--- src/rtl/alu_mc_pkg.sv ---
// Shared op-codes, FSM/iteration enums and op classification for the multi-cycle ALU.
// Optional divider support is selected by the ALU_MC_DIV_EN macro.
package alu_mc_pkg;

    localparam logic [3:0] OP_AND  = 4'b0000;
    localparam logic [3:0] OP_OR   = 4'b0001;
    localparam logic [3:0] OP_ADD  = 4'b0010;
    localparam logic [3:0] OP_SUB  = 4'b0110;
    localparam logic [3:0] OP_SLT  = 4'b0111;
    localparam logic [3:0] OP_NOR  = 4'b1100;
    localparam logic [3:0] OP_MULU = 4'b1000;
    localparam logic [3:0] OP_DIVU = 4'b1001;
    localparam logic [3:0] OP_REMU = 4'b1010;

    typedef enum logic [1:0] {
        IDLE = 2'd0,
        MUL  = 2'd1,
        DIV  = 2'd2,
        DONE = 2'd3
    } state_e;

    // Which value of the iteration datapath is the final answer
    typedef enum logic [1:0] {
        IT_MUL = 2'd0,
        IT_QUO = 2'd1,
        IT_REM = 2'd2
    } iter_mode_e;

    function automatic logic is_multicycle(input logic [3:0] op);
`ifdef ALU_MC_DIV_EN
        return (op == OP_MULU) || (op == OP_DIVU) || (op == OP_REMU);
`else
        return (op == OP_MULU);
`endif
    endfunction

    function automatic iter_mode_e iter_mode(input logic [3:0] op);
        iter_mode_e m;
        case (op)
            OP_DIVU: m = IT_QUO;
            OP_REMU: m = IT_REM;
            default: m = IT_MUL;
        endcase
        return m;
    endfunction

endpackage

--- src/rtl/alu_mc_if.sv ---
// Request/response bundle between the EX-stage controller (master) and the ALU (slave).
interface alu_mc_if #(
    parameter int WIDTH = 32
);
    logic             valid_i;
    logic             ready_o;
    logic [WIDTH-1:0] src1_i;
    logic [WIDTH-1:0] src2_i;
    logic [3:0]       ctrl_i;
    logic [WIDTH-1:0] result_o;
    logic             zero_o;
    logic             overflow_o;
    logic             valid_o;

    modport slave (
        input  valid_i, src1_i, src2_i, ctrl_i,
        output ready_o, result_o, zero_o, overflow_o, valid_o
    );

    modport master (
        output valid_i, src1_i, src2_i, ctrl_i,
        input  ready_o, result_o, zero_o, overflow_o, valid_o
    );
endinterface

--- src/rtl/alu_mc_iter.sv ---
// Shared shift/add-subtract iteration datapath: LSB-first shift-add multiply and,
// with ALU_MC_DIV_EN, restoring divide reusing the same adder and registers.
module alu_mc_iter
    import alu_mc_pkg::*;
#(
    parameter int WIDTH = 32,
    parameter int CNT_W = $clog2(WIDTH) + 1
) (
    input  logic             clk_i,
    input  logic             rst_i,
    input  logic             i_start,
    input  logic             i_run,
    input  iter_mode_e       i_mode,
    input  logic [WIDTH-1:0] i_src1,
    input  logic [WIDTH-1:0] i_src2,
    output logic             o_last,
    output logic [WIDTH-1:0] o_step_result
);

    // r_acc: product accumulator / partial remainder; r_a: multiplier / dividend->quotient
    logic [WIDTH-1:0] r_acc;
    logic [WIDTH-1:0] r_a;
    logic [WIDTH-1:0] r_b;
    logic [CNT_W-1:0] r_cnt;
    iter_mode_e       r_mode;

    logic [WIDTH-1:0] w_step_acc;
    logic [WIDTH-1:0] w_step_a;
    logic [WIDTH-1:0] w_step_b;

`ifdef ALU_MC_DIV_EN
    logic             w_div;
    logic             w_ge;
    logic [WIDTH:0]   w_rem_shift;
    logic [WIDTH-1:0] w_add_a;
    logic [WIDTH-1:0] w_add_b;
    logic [WIDTH-1:0] w_sum;

    assign w_div       = (r_mode != IT_MUL);
    assign w_rem_shift = {r_acc, r_a[WIDTH-1]};
    // Divide reuses the adder as rem - divisor (invert + carry-in)
    assign w_add_a     = w_div ? w_rem_shift[WIDTH-1:0] : r_acc;
    assign w_add_b     = w_div ? ~r_b : (r_a[0] ? r_b : '0);
    assign w_sum       = w_add_a + w_add_b + {{(WIDTH-1){1'b0}}, w_div};
    assign w_ge        = (w_rem_shift >= {1'b0, r_b});

    assign w_step_acc  = (!w_div || w_ge) ? w_sum : w_rem_shift[WIDTH-1:0];
    assign w_step_a    = w_div ? {r_a[WIDTH-2:0], w_ge} : (r_a >> 1);
    assign w_step_b    = w_div ? r_b : (r_b << 1);
`else
    assign w_step_acc  = r_acc + (r_a[0] ? r_b : '0);
    assign w_step_a    = r_a >> 1;
    assign w_step_b    = r_b << 1;
`endif

    assign o_last        = (r_cnt == CNT_W'(1));
    assign o_step_result = (r_mode == IT_QUO) ? w_step_a : w_step_acc;

    always_ff @(posedge clk_i or posedge rst_i) begin
        if (rst_i) begin
            r_acc  <= '0;
            r_a    <= '0;
            r_b    <= '0;
            r_cnt  <= '0;
            r_mode <= IT_MUL;
        end else if (i_start) begin
            r_acc  <= '0;
            r_a    <= i_src1;
            r_b    <= i_src2;
            r_cnt  <= CNT_W'(WIDTH);
            r_mode <= i_mode;
        end else if (i_run) begin
            r_acc  <= w_step_acc;
            r_a    <= w_step_a;
            r_b    <= w_step_b;
            r_cnt  <= r_cnt - CNT_W'(1);
        end
    end

endmodule

--- src/rtl/alu_mc.sv ---
// Multi-cycle ALU with valid/ready handshake: 1-cycle logic/arith ops plus iterative MULU,
// and DIVU/REMU when ALU_MC_DIV_EN is defined (otherwise those codes act as unknown ops).
module alu_mc
    import alu_mc_pkg::*;
#(
    parameter int WIDTH = 32,
    parameter int CNT_W = $clog2(WIDTH) + 1
) (
    input  logic    clk_i,
    input  logic    rst_i,
    alu_mc_if.slave bus
);

    state_e           r_state;
    state_e           w_state_next;
    logic [WIDTH-1:0] r_result;
    logic             r_zero;
    logic             r_ovf;

    logic [WIDTH-1:0] w_sum;
    logic [WIDTH-1:0] w_diff;
    logic             w_slt;
    logic [WIDTH-1:0] w_alu_result;
    logic             w_alu_ovf;

    logic             w_load;
    logic [WIDTH-1:0] w_next_result;
    logic             w_next_ovf;
    logic             w_iter_start;
    logic             w_iter_run;
    logic             w_iter_last;
    iter_mode_e       w_iter_mode;
    logic [WIDTH-1:0] w_iter_result;

    assign w_sum       = bus.src1_i + bus.src2_i;
    assign w_diff      = bus.src1_i - bus.src2_i;
    assign w_slt       = ($signed(bus.src1_i) < $signed(bus.src2_i));
    assign w_iter_mode = iter_mode(bus.ctrl_i);

    always_comb begin
        w_alu_result = '0;
        w_alu_ovf    = 1'b0;
        case (bus.ctrl_i)
            OP_AND: w_alu_result = bus.src1_i & bus.src2_i;
            OP_OR:  w_alu_result = bus.src1_i | bus.src2_i;
            OP_NOR: w_alu_result = ~(bus.src1_i | bus.src2_i);
            OP_SLT: w_alu_result = {{(WIDTH-1){1'b0}}, w_slt};
            OP_ADD: begin
                w_alu_result = w_sum;
                w_alu_ovf    = (bus.src1_i[WIDTH-1] == bus.src2_i[WIDTH-1]) &&
                               (w_sum[WIDTH-1] != bus.src1_i[WIDTH-1]);
            end
            OP_SUB: begin
                w_alu_result = w_diff;
                w_alu_ovf    = (bus.src1_i[WIDTH-1] != bus.src2_i[WIDTH-1]) &&
                               (w_diff[WIDTH-1] != bus.src1_i[WIDTH-1]);
            end
            default: ;
        endcase
    end

    always_comb begin
        w_state_next  = r_state;
        w_load        = 1'b0;
        w_next_result = '0;
        w_next_ovf    = 1'b0;
        w_iter_start  = 1'b0;
        w_iter_run    = 1'b0;
        case (r_state)
            IDLE: begin
                if (bus.valid_i) begin
                    if (is_multicycle(bus.ctrl_i)) begin
                        w_iter_start = 1'b1;
`ifdef ALU_MC_DIV_EN
                        w_state_next = (w_iter_mode == IT_MUL) ? MUL : DIV;
`else
                        w_state_next = MUL;
`endif
                    end else begin
                        w_load        = 1'b1;
                        w_next_result = w_alu_result;
                        w_next_ovf    = w_alu_ovf;
                        w_state_next  = DONE;
                    end
                end
            end
            MUL, DIV: begin
                w_iter_run = 1'b1;
                // Final iteration's result is registered on the edge that enters DONE
                if (w_iter_last) begin
                    w_load        = 1'b1;
                    w_next_result = w_iter_result;
                    w_state_next  = DONE;
                end
            end
            DONE:    w_state_next = IDLE;
            default: w_state_next = IDLE;
        endcase
    end

    always_ff @(posedge clk_i or posedge rst_i) begin
        if (rst_i) begin
            r_state  <= IDLE;
            r_result <= '0;
            r_zero   <= 1'b1;
            r_ovf    <= 1'b0;
        end else begin
            r_state <= w_state_next;
            if (w_load) begin
                r_result <= w_next_result;
                r_zero   <= (w_next_result == '0);
                r_ovf    <= w_next_ovf;
            end
        end
    end

    alu_mc_iter #(
        .WIDTH (WIDTH),
        .CNT_W (CNT_W)
    ) u_iter (
        .clk_i         (clk_i),
        .rst_i         (rst_i),
        .i_start       (w_iter_start),
        .i_run         (w_iter_run),
        .i_mode        (w_iter_mode),
        .i_src1        (bus.src1_i),
        .i_src2        (bus.src2_i),
        .o_last        (w_iter_last),
        .o_step_result (w_iter_result)
    );

    assign bus.ready_o    = (r_state == IDLE);
    assign bus.valid_o    = (r_state == DONE);
    assign bus.result_o   = r_result;
    assign bus.zero_o     = r_zero;
    assign bus.overflow_o = r_ovf;

endmodule

--- src/flat_wrapper.sv ---
// flat-port wrapper written by rule: the top's interface ports become plain ports
module alu_mc_flat import alu_mc_pkg::*;
#(
    parameter int WIDTH = 32,
    parameter int CNT_W = $clog2(WIDTH) + 1
)
  (clk_i, rst_i, bus_valid_i, bus_src1_i, bus_src2_i, bus_ctrl_i, bus_ready_o, bus_result_o, bus_zero_o, bus_overflow_o, bus_valid_o);
  alu_mc_if #(.WIDTH(WIDTH)) bus_i ();
  input  logic clk_i;
  input  logic rst_i;
  input wire logic [$bits(bus_i.valid_i)-1:0] bus_valid_i;
  input wire logic [$bits(bus_i.src1_i)-1:0] bus_src1_i;
  input wire logic [$bits(bus_i.src2_i)-1:0] bus_src2_i;
  input wire logic [$bits(bus_i.ctrl_i)-1:0] bus_ctrl_i;
  output wire logic [$bits(bus_i.ready_o)-1:0] bus_ready_o;
  output wire logic [$bits(bus_i.result_o)-1:0] bus_result_o;
  output wire logic [$bits(bus_i.zero_o)-1:0] bus_zero_o;
  output wire logic [$bits(bus_i.overflow_o)-1:0] bus_overflow_o;
  output wire logic [$bits(bus_i.valid_o)-1:0] bus_valid_o;
  assign bus_i.valid_i = bus_valid_i;
  assign bus_i.src1_i = bus_src1_i;
  assign bus_i.src2_i = bus_src2_i;
  assign bus_i.ctrl_i = bus_ctrl_i;
  assign bus_ready_o = bus_i.ready_o;
  assign bus_result_o = bus_i.result_o;
  assign bus_zero_o = bus_i.zero_o;
  assign bus_overflow_o = bus_i.overflow_o;
  assign bus_valid_o = bus_i.valid_o;
  alu_mc #(.WIDTH(WIDTH), .CNT_W(CNT_W)) u_core (.clk_i(clk_i), .rst_i(rst_i), .bus(bus_i));
endmodule
--- config.mk ---
export PLATFORM = sky130hd
export DESIGN_NAME = alu_mc_flat
export DESIGN_NICKNAME = d
export VERILOG_FILES = /design/src/rtl/alu_mc_pkg.sv /design/src/rtl/alu_mc_if.sv /design/src/rtl/alu_mc_iter.sv /design/src/rtl/alu_mc.sv /design/src/flat_wrapper.sv
export SDC_FILE = /design/constraint.sdc
export NUM_CORES = 1
export LEC_CHECK = 0
export CAP_MARGIN = 20
export CORE_MARGIN = 2
export CORE_UTILIZATION = 50
export DETAILED_ROUTE_END_ITERATION = 10
export GPL_TIMING_DRIVEN = 0
export MAX_ROUTING_LAYER = met4
export PLACE_DENSITY = 0.73
export SYNTH_ARGS = -nofsm -noshare
export SYNTH_HDL_FRONTEND = slang
export SYNTH_SLANG_ARGS = --single-unit
--- constraint.sdc ---
create_clock -name clk_i -period 9.3 [get_ports clk_i]
set_input_delay 1.395 -clock clk_i [delete_from_list [all_inputs] [get_ports clk_i]]
set_output_delay 1.395 -clock clk_i [all_outputs]
set_load 0.05 [all_outputs]
After elaboration in Yosys (flattened, before gate mapping)

Cells that the tools add are included.

Add/subtract/negate cells: 4
$lt $le $gt $ge: 1
Eq/ne operators: 19
Multiplexer cells: 32
Bitwise logic cells: 3
Reduce and logical (&&, ||, !) cells: 8

Operator list:

| cell                                                                | number |
|---|---|
| 32-bit 2-to-1 mux                                                   | 11 |
| 32-bit case mux with 6 select lines                                 | 1 |
| 32-bit adder                                                        | 2 |
| 32-bit case mux with 2 select lines                                 | 1 |
| 32-bit bitwise AND                                                  | 1 |
| 32-bit zero test                                                    | 1 |
| 32-bit < comparator                                                 | 1 |
| 32-bit inverter                                                     | 1 |
| 32-bit bitwise OR                                                   | 1 |
| 32-bit subtractor                                                   | 1 |
| 4-bit == test (second input constant)                               | 4 |
| 6-bit 2-to-1 mux                                                    | 2 |
| 1-bit 2-to-1 mux                                                    | 10 |
| 4-bit by 3-bit == test with 1-bit output (second input constant)    | 2 |
| 6-bit by 1-bit == test with 1-bit output (second input constant)    | 1 |
| 2-bit 2-to-1 mux                                                    | 3 |
| 2-bit case mux with 3 select lines                                  | 1 |
| 6-bit by 1-bit subtractor with 6-bit output (second input constant) | 1 |
| 2-bit by 1-bit == test with 1-bit output (second input constant)    | 2 |
| 2-bit == test (second input constant)                               | 2 |
| 4-bit by 1-bit == test with 1-bit output (second input constant)    | 1 |
| 4-bit by 2-bit == test with 1-bit output (second input constant)    | 1 |
| 4-bit zero test                                                     | 1 |
| 2-bit inequality test (second input constant)                       | 2 |
| other kinds (9)                                                     | 13 |

Register bits: 140
Output and inout port bits: 36
Word-level logic and storage cells: 76

Logic depth before layout (Yosys ltp)

Gate-level depths: netlist of run 1.

Depth in word-level cells: 7
Depth in mapped cells: 15
Mapped depth without buffers: 15

By module

Synthesis of run 1 repeated with hierarchy kept, for this count alone.

Cell total of the unflattened synthesis: 1945
Area total of the unflattened synthesis: 15055.7 um^2

By module, submodules not included:

| module      | instances | cells each | area each (um^2) | seq. area each (um^2) |
|---|---|---|---|---|
| alu_mc      | 1         | 1142       | 8032.7           | 902.1 |
| alu_mc_iter | 1         | 803        | 7023.0           | 2602.5 |

Worst setup path after synthesis of run 1

Ideal clock, no wire load.

Path kind: input-to-reg
Start point: in bus_src2_i[0]
End point: reg u_core.r_zero, in the netlist u_core.bus.zero_o
Setup time: 62 ps
Arrival time: 4179 ps
Data required time: 9238 ps
Setup slack: 5060 ps
Cell stages on the path: 13
Path buffers: 0
Path through: ha_1 fa_1 a211oi_1 o211ai_1 a31oi_1 a22oi_1 a21oi_1 xnor2_1 o221ai_1 a221o_1 and4bb_1 and4_1 a41o_1

Word-level cells in the longest chain between the ends: 7

Ends and longest elaborated chain:

| element                                                                   | RTL line           | RTL |
|---|---|---|
| start: declaration                                                        | flat_wrapper.sv:13 | `input wire logic [$bits(bus_i.src2_i)-1:0] bus_src2_i;` |
| parallel branches: the longest is 2 deep, another holds 32-bit subtractor | n/a                |  |
| 32-bit case mux with 6 select lines (*)                                   | alu_mc.sv:43       | `case (bus.ctrl_i)` |
| 32-bit 2-to-1 mux (*)                                                     | alu_mc.sv:72       | `if (is_multicycle(bus.ctrl_i)) begin` |
| 32-bit 2-to-1 mux (*)                                                     | alu_mc.sv:71       | `if (bus.valid_i) begin` |
| 32-bit case mux with 2 select lines (*)                                   | alu_mc.sv:69       | `case (r_state)` |
| 32-bit zero test (*)                                                      | alu_mc.sv:111      | `r_zero <= (w_next_result == '0);` |
| end signal: assignment                                                    | alu_mc.sv:111      |  |
| end: declaration                                                          | alu_mc.sv:17       | `logic r_zero;` |

Mark *: on every way between the ends.
A chain may end at the register's enable or synchronous reset.

Final worst setup path of run 1

Start point: in bus_src2_i[13]
End point: reg u_core.r_zero, in the netlist u_core.bus.zero_o

The elaborated chain is that of the path after synthesis.

==> metrics, run 1 <==
num rows 61; Synth top cells by count nor2_1 (175), nand2_1 (150), dfrtp_1 (139), ha_1 (136), a21oi_1 (127); worst hold margin 0.507 ns; NetSw 2.24 mW; CP Launch Type input pin; Ys Warns 0; root buffer cell clkbuf_16; PnR Total Power 4.64 mW; largest family of logic cells by synthesized area compound AO/OA/AOI/OAI gates; post-CTS setup buffer count 0; Clock Pin Slew Worst Setup and Hold Paths 0.07 ns; GR Overflow Total 0; Placed Instances 2226; post-synth top area cell dfrtp_1; Vias/cell 6.38; gr usage total 0.390; DRC Markers 0; # setup viols final 0; top-count cell post-synth nor2_1; sequential share of the synthesized area 0.251; Max IR drop VDD 0.152 mV; Max Clock Freq 0.167 GHz; status completed; io pins 107; initial drt markers 2028; Pleak 7.22 nW; DR vias 14412; EDFF count, synth 0; switching part of the total 0.483; area grow syn2layout 15.7%; Slew Limit Fails 0; Clock power frac 0.155; final WL 55600 µm; Final Hold Viols 0; CTS Buffer Depth 2; Synth Area in Adders 0.126; Gate power share 0.613; Simple-Gate Fraction of Synth Area 0.192; Final Wtd Congestion 1.01; port buffer count 105; final setup TNS 0 ns; Syn Area/Cell 8.02 µm²; register area 3500 µm²; ys flop type dfrtp_1; Detailed Place HPWL 44500 µm; CP endpoint kind flip-flop; ys async rst share 1.00; post-synth cell types 100; Final min period 6.00 ns; Compound-Gate Fraction of Synth Area 0.263; initial antenna violation count 2; register bit count reported by yosys 140; post-synth top area share 0.249; XOR/XNOR Fraction of Synth Area 0.0361; Clk Latency, worst-skew pair 0.43 ns; CTS tree built; core area 27600 µm²; Sink Count 140; final period utilization 0.645; FILL cells 2586; synthesized area 14000 µm²; Critical Path RT 9.67 ns; Mapped Cells 1741; largest net degree at the start of global routing 84; Reg power frac 0.232; RSZ-0062 raised after global routing no; nets 2077; critical path arrival 6.37 ns; cell internal pwr 2.40 mW; Die Y 171 µm; Syn Nets 1951; vias in the first global route 13301; initial core utilization 0.505; WL per Instance 24.6 µm; CTS resizes 0; Max-cap violations 0; crit-path max FO 10; Slew Limit Headroom 0.191; TritonCTS Buffers 17; WS Path Type input pin to flip-flop; area of the multi-input gates 9610 µm²; ranking of synthesized cells by area dfrtp_1 (25%), ha_1 (12%), mux2i_1 (6.3%), nor2_1 (4.7%), a21oi_1 (4.6%); area of the die 29300 µm²; Slew @ Worst Pin 1.18 ns; CTS Hold Bufs 0; fin cells 2260; Power Density 287 nW/µm²; mux contribution to synthesized area 0.0719; Final Skew 0.0128 ns; Final ANT Viol Nets 0; Die W 171 µm; Min-Delay Path Class flip-flop to flip-flop; htree depth 4; layout cells sized above 1 0.0606; global-route wire length before repair 82500 µm; drt pass-1 iters 7; final core utilization 0.585
==> logic make-up (layout without fill, tap and decap cells) <==
family	after synthesis	after routing
other cells	0	2
xor+xnor	55	55
mux	99	99
flops	140	140
buf+inv	214	353
simple gates	552	552
compound gates	542	542
fa+ha+maj	139	139
==> layer usage <==
| metal | wire length (µm) | track usage | vias to the layer above | part of all wire |
|---|---|---|---|---|
| met5 | 0 | - | - | 0 |
| met4 | 2090 | 0.141 | 0 | 0.038 |
| met3 | 5240 | 0.0569 | 118 | 0.094 |
| met2 | 23800 | 0.566 | 745 | 0.43 |
| met1 | 24400 | 0.551 | 6960 | 0.44 |
| li1 | - | - | 6589 | - |
==> cell usage in the layout, fill, tap and decap left out, types with 7 or more instances in the layout <==
master,count
nor2_1,175
nand2_1,150
dfrtp_1,139
ha_1,136
a21oi_1,127
o21ai_0,122
inv_1,108
clkdlybuf4s50_1,105
mux2i_1,88
clkbuf_1,64
and2_1,46
xnor2_1,36
buf_2,31
nor3_1,31
a211oi_1,27
a221oi_1,26
a21o_1,25
nand3_1,24
nor2b_1,23
nand4_1,19
a22oi_1,19
o31ai_1,19
a31oi_1,17
and3_1,17
xor2_1,17
o22ai_1,17
clkbuf_16,17
o211ai_1,16
a221o_1,16
nand2b_1,11
o21bai_1,11
mux2_2,11
o21a_1,10
nor4_1,9
o221ai_1,9
buf_1,8
or2_2,7
==> power groups by stage <==
stage	clock [mW]	combinational, mW	sequential, mW
5_1_grt	0.745	3.07	1.10
6_report	0.718	2.84	1.08
3_3_place_gp	0	2.72	1.07
3_5_place_dp	0	2.77	1.07
2_1_floorplan	0	1.79	1.25
4_1_cts	0.717	2.79	1.07
==> final timing paths <==
check | from | to | slack [ns] | cells after the start
setup / recovery | bus_src2_i[13] | u_core.bus.zero_o | 3.30 | 15
hold / removal | u_core.u_iter.r_mode[0] | u_core.u_iter.r_mode[0] | 0.51 | 1
setup reg to reg | u_core.u_iter.r_a[0] | u_core.bus.zero_o | 4.25 | 14
hold reg to reg | u_core.u_iter.r_mode[0] | u_core.u_iter.r_mode[0] | 0.51 | 1
max in group asynchronous | rst_i | u_core.u_iter.r_a[4] | 7.07 | 3
min in group asynchronous | rst_i | u_core.bus.result_o[13] | 1.42 | 2
==> worst max-delay path, cell delays in order <==
cell and delay [ns]:
clkdlybuf4s50_1 0.65, inv_1 0.17, ha_1 0.31, buf_2 0.20, nor4_1 0.53, nand4_1 0.17, a21oi_1 0.38, nor3_1 0.17
a221oi_1 0.33, nor3_1 0.15, a2111oi_0 0.98, and4_1 0.32, and4b_1 0.22, and4_1 0.21, a41o_1 0.16
==> registers in the layout (all words and copies together) (netlist names) <==
| name | count |
|---|---|
| u_core.bus.overflow_o | 1 |
| u_core.bus.result_o | 32 |
| u_core.bus.zero_o | 1 |
| u_core.r_state | 2 |
| u_core.u_iter.r_a | 32 |
| u_core.u_iter.r_acc | 32 |
| u_core.u_iter.r_b | 32 |
| u_core.u_iter.r_cnt | 6 |
| u_core.u_iter.r_mode | 2 |
==> metrics by stage <==
| stage | cell area (µm²) | setup WS [ns] |
|---|---|---|
| after floorplan | 14000 | 4.15 |
| after detailed placement | 15500 | 3.03 |
| after CTS | 16200 | 3.46 |
| after global placement | 15500 | 2.14 |
| after global routing | 16200 | 3.12 |
| final | 16200 | 3.30 |
==> area by class of cell <==
class	count	area share
multi-input combinational	1387	0.595
sequential	140	0.217
timing repair buffer	107	0.0672
clock buffer	22	0.0300
tap	378	0.0293
buffer	104	0.0269
inverter	110	0.0259
clock inverter	10	0.00852
antenna	2	0.000310
(Power assumes the default switching activity.)
==> inputs of run 2 (changes only) <==
==> constraint.sdc (replaced) <==
create_clock -name clk_i -period 6.1 [get_ports clk_i]
set_input_delay 0.915 -clock clk_i [delete_from_list [all_inputs] [get_ports clk_i]]
set_output_delay 0.915 -clock clk_i [all_outputs]
set_load 0.05 [all_outputs]
==> results of run 2 <==
Same layout as run 1 (identical final DEF). Status: completed.
Among the figures that moved: setup slack after placement 3.03 ns -> 0.312 ns; setup slack after layout 3.30 ns -> 0.583 ns; register-to-register setup slack 4.25 ns -> 1.05 ns; total power 4.64 mW -> 7.07 mW; worst IR drop on VDD 0.152 mV -> 0.232 mV
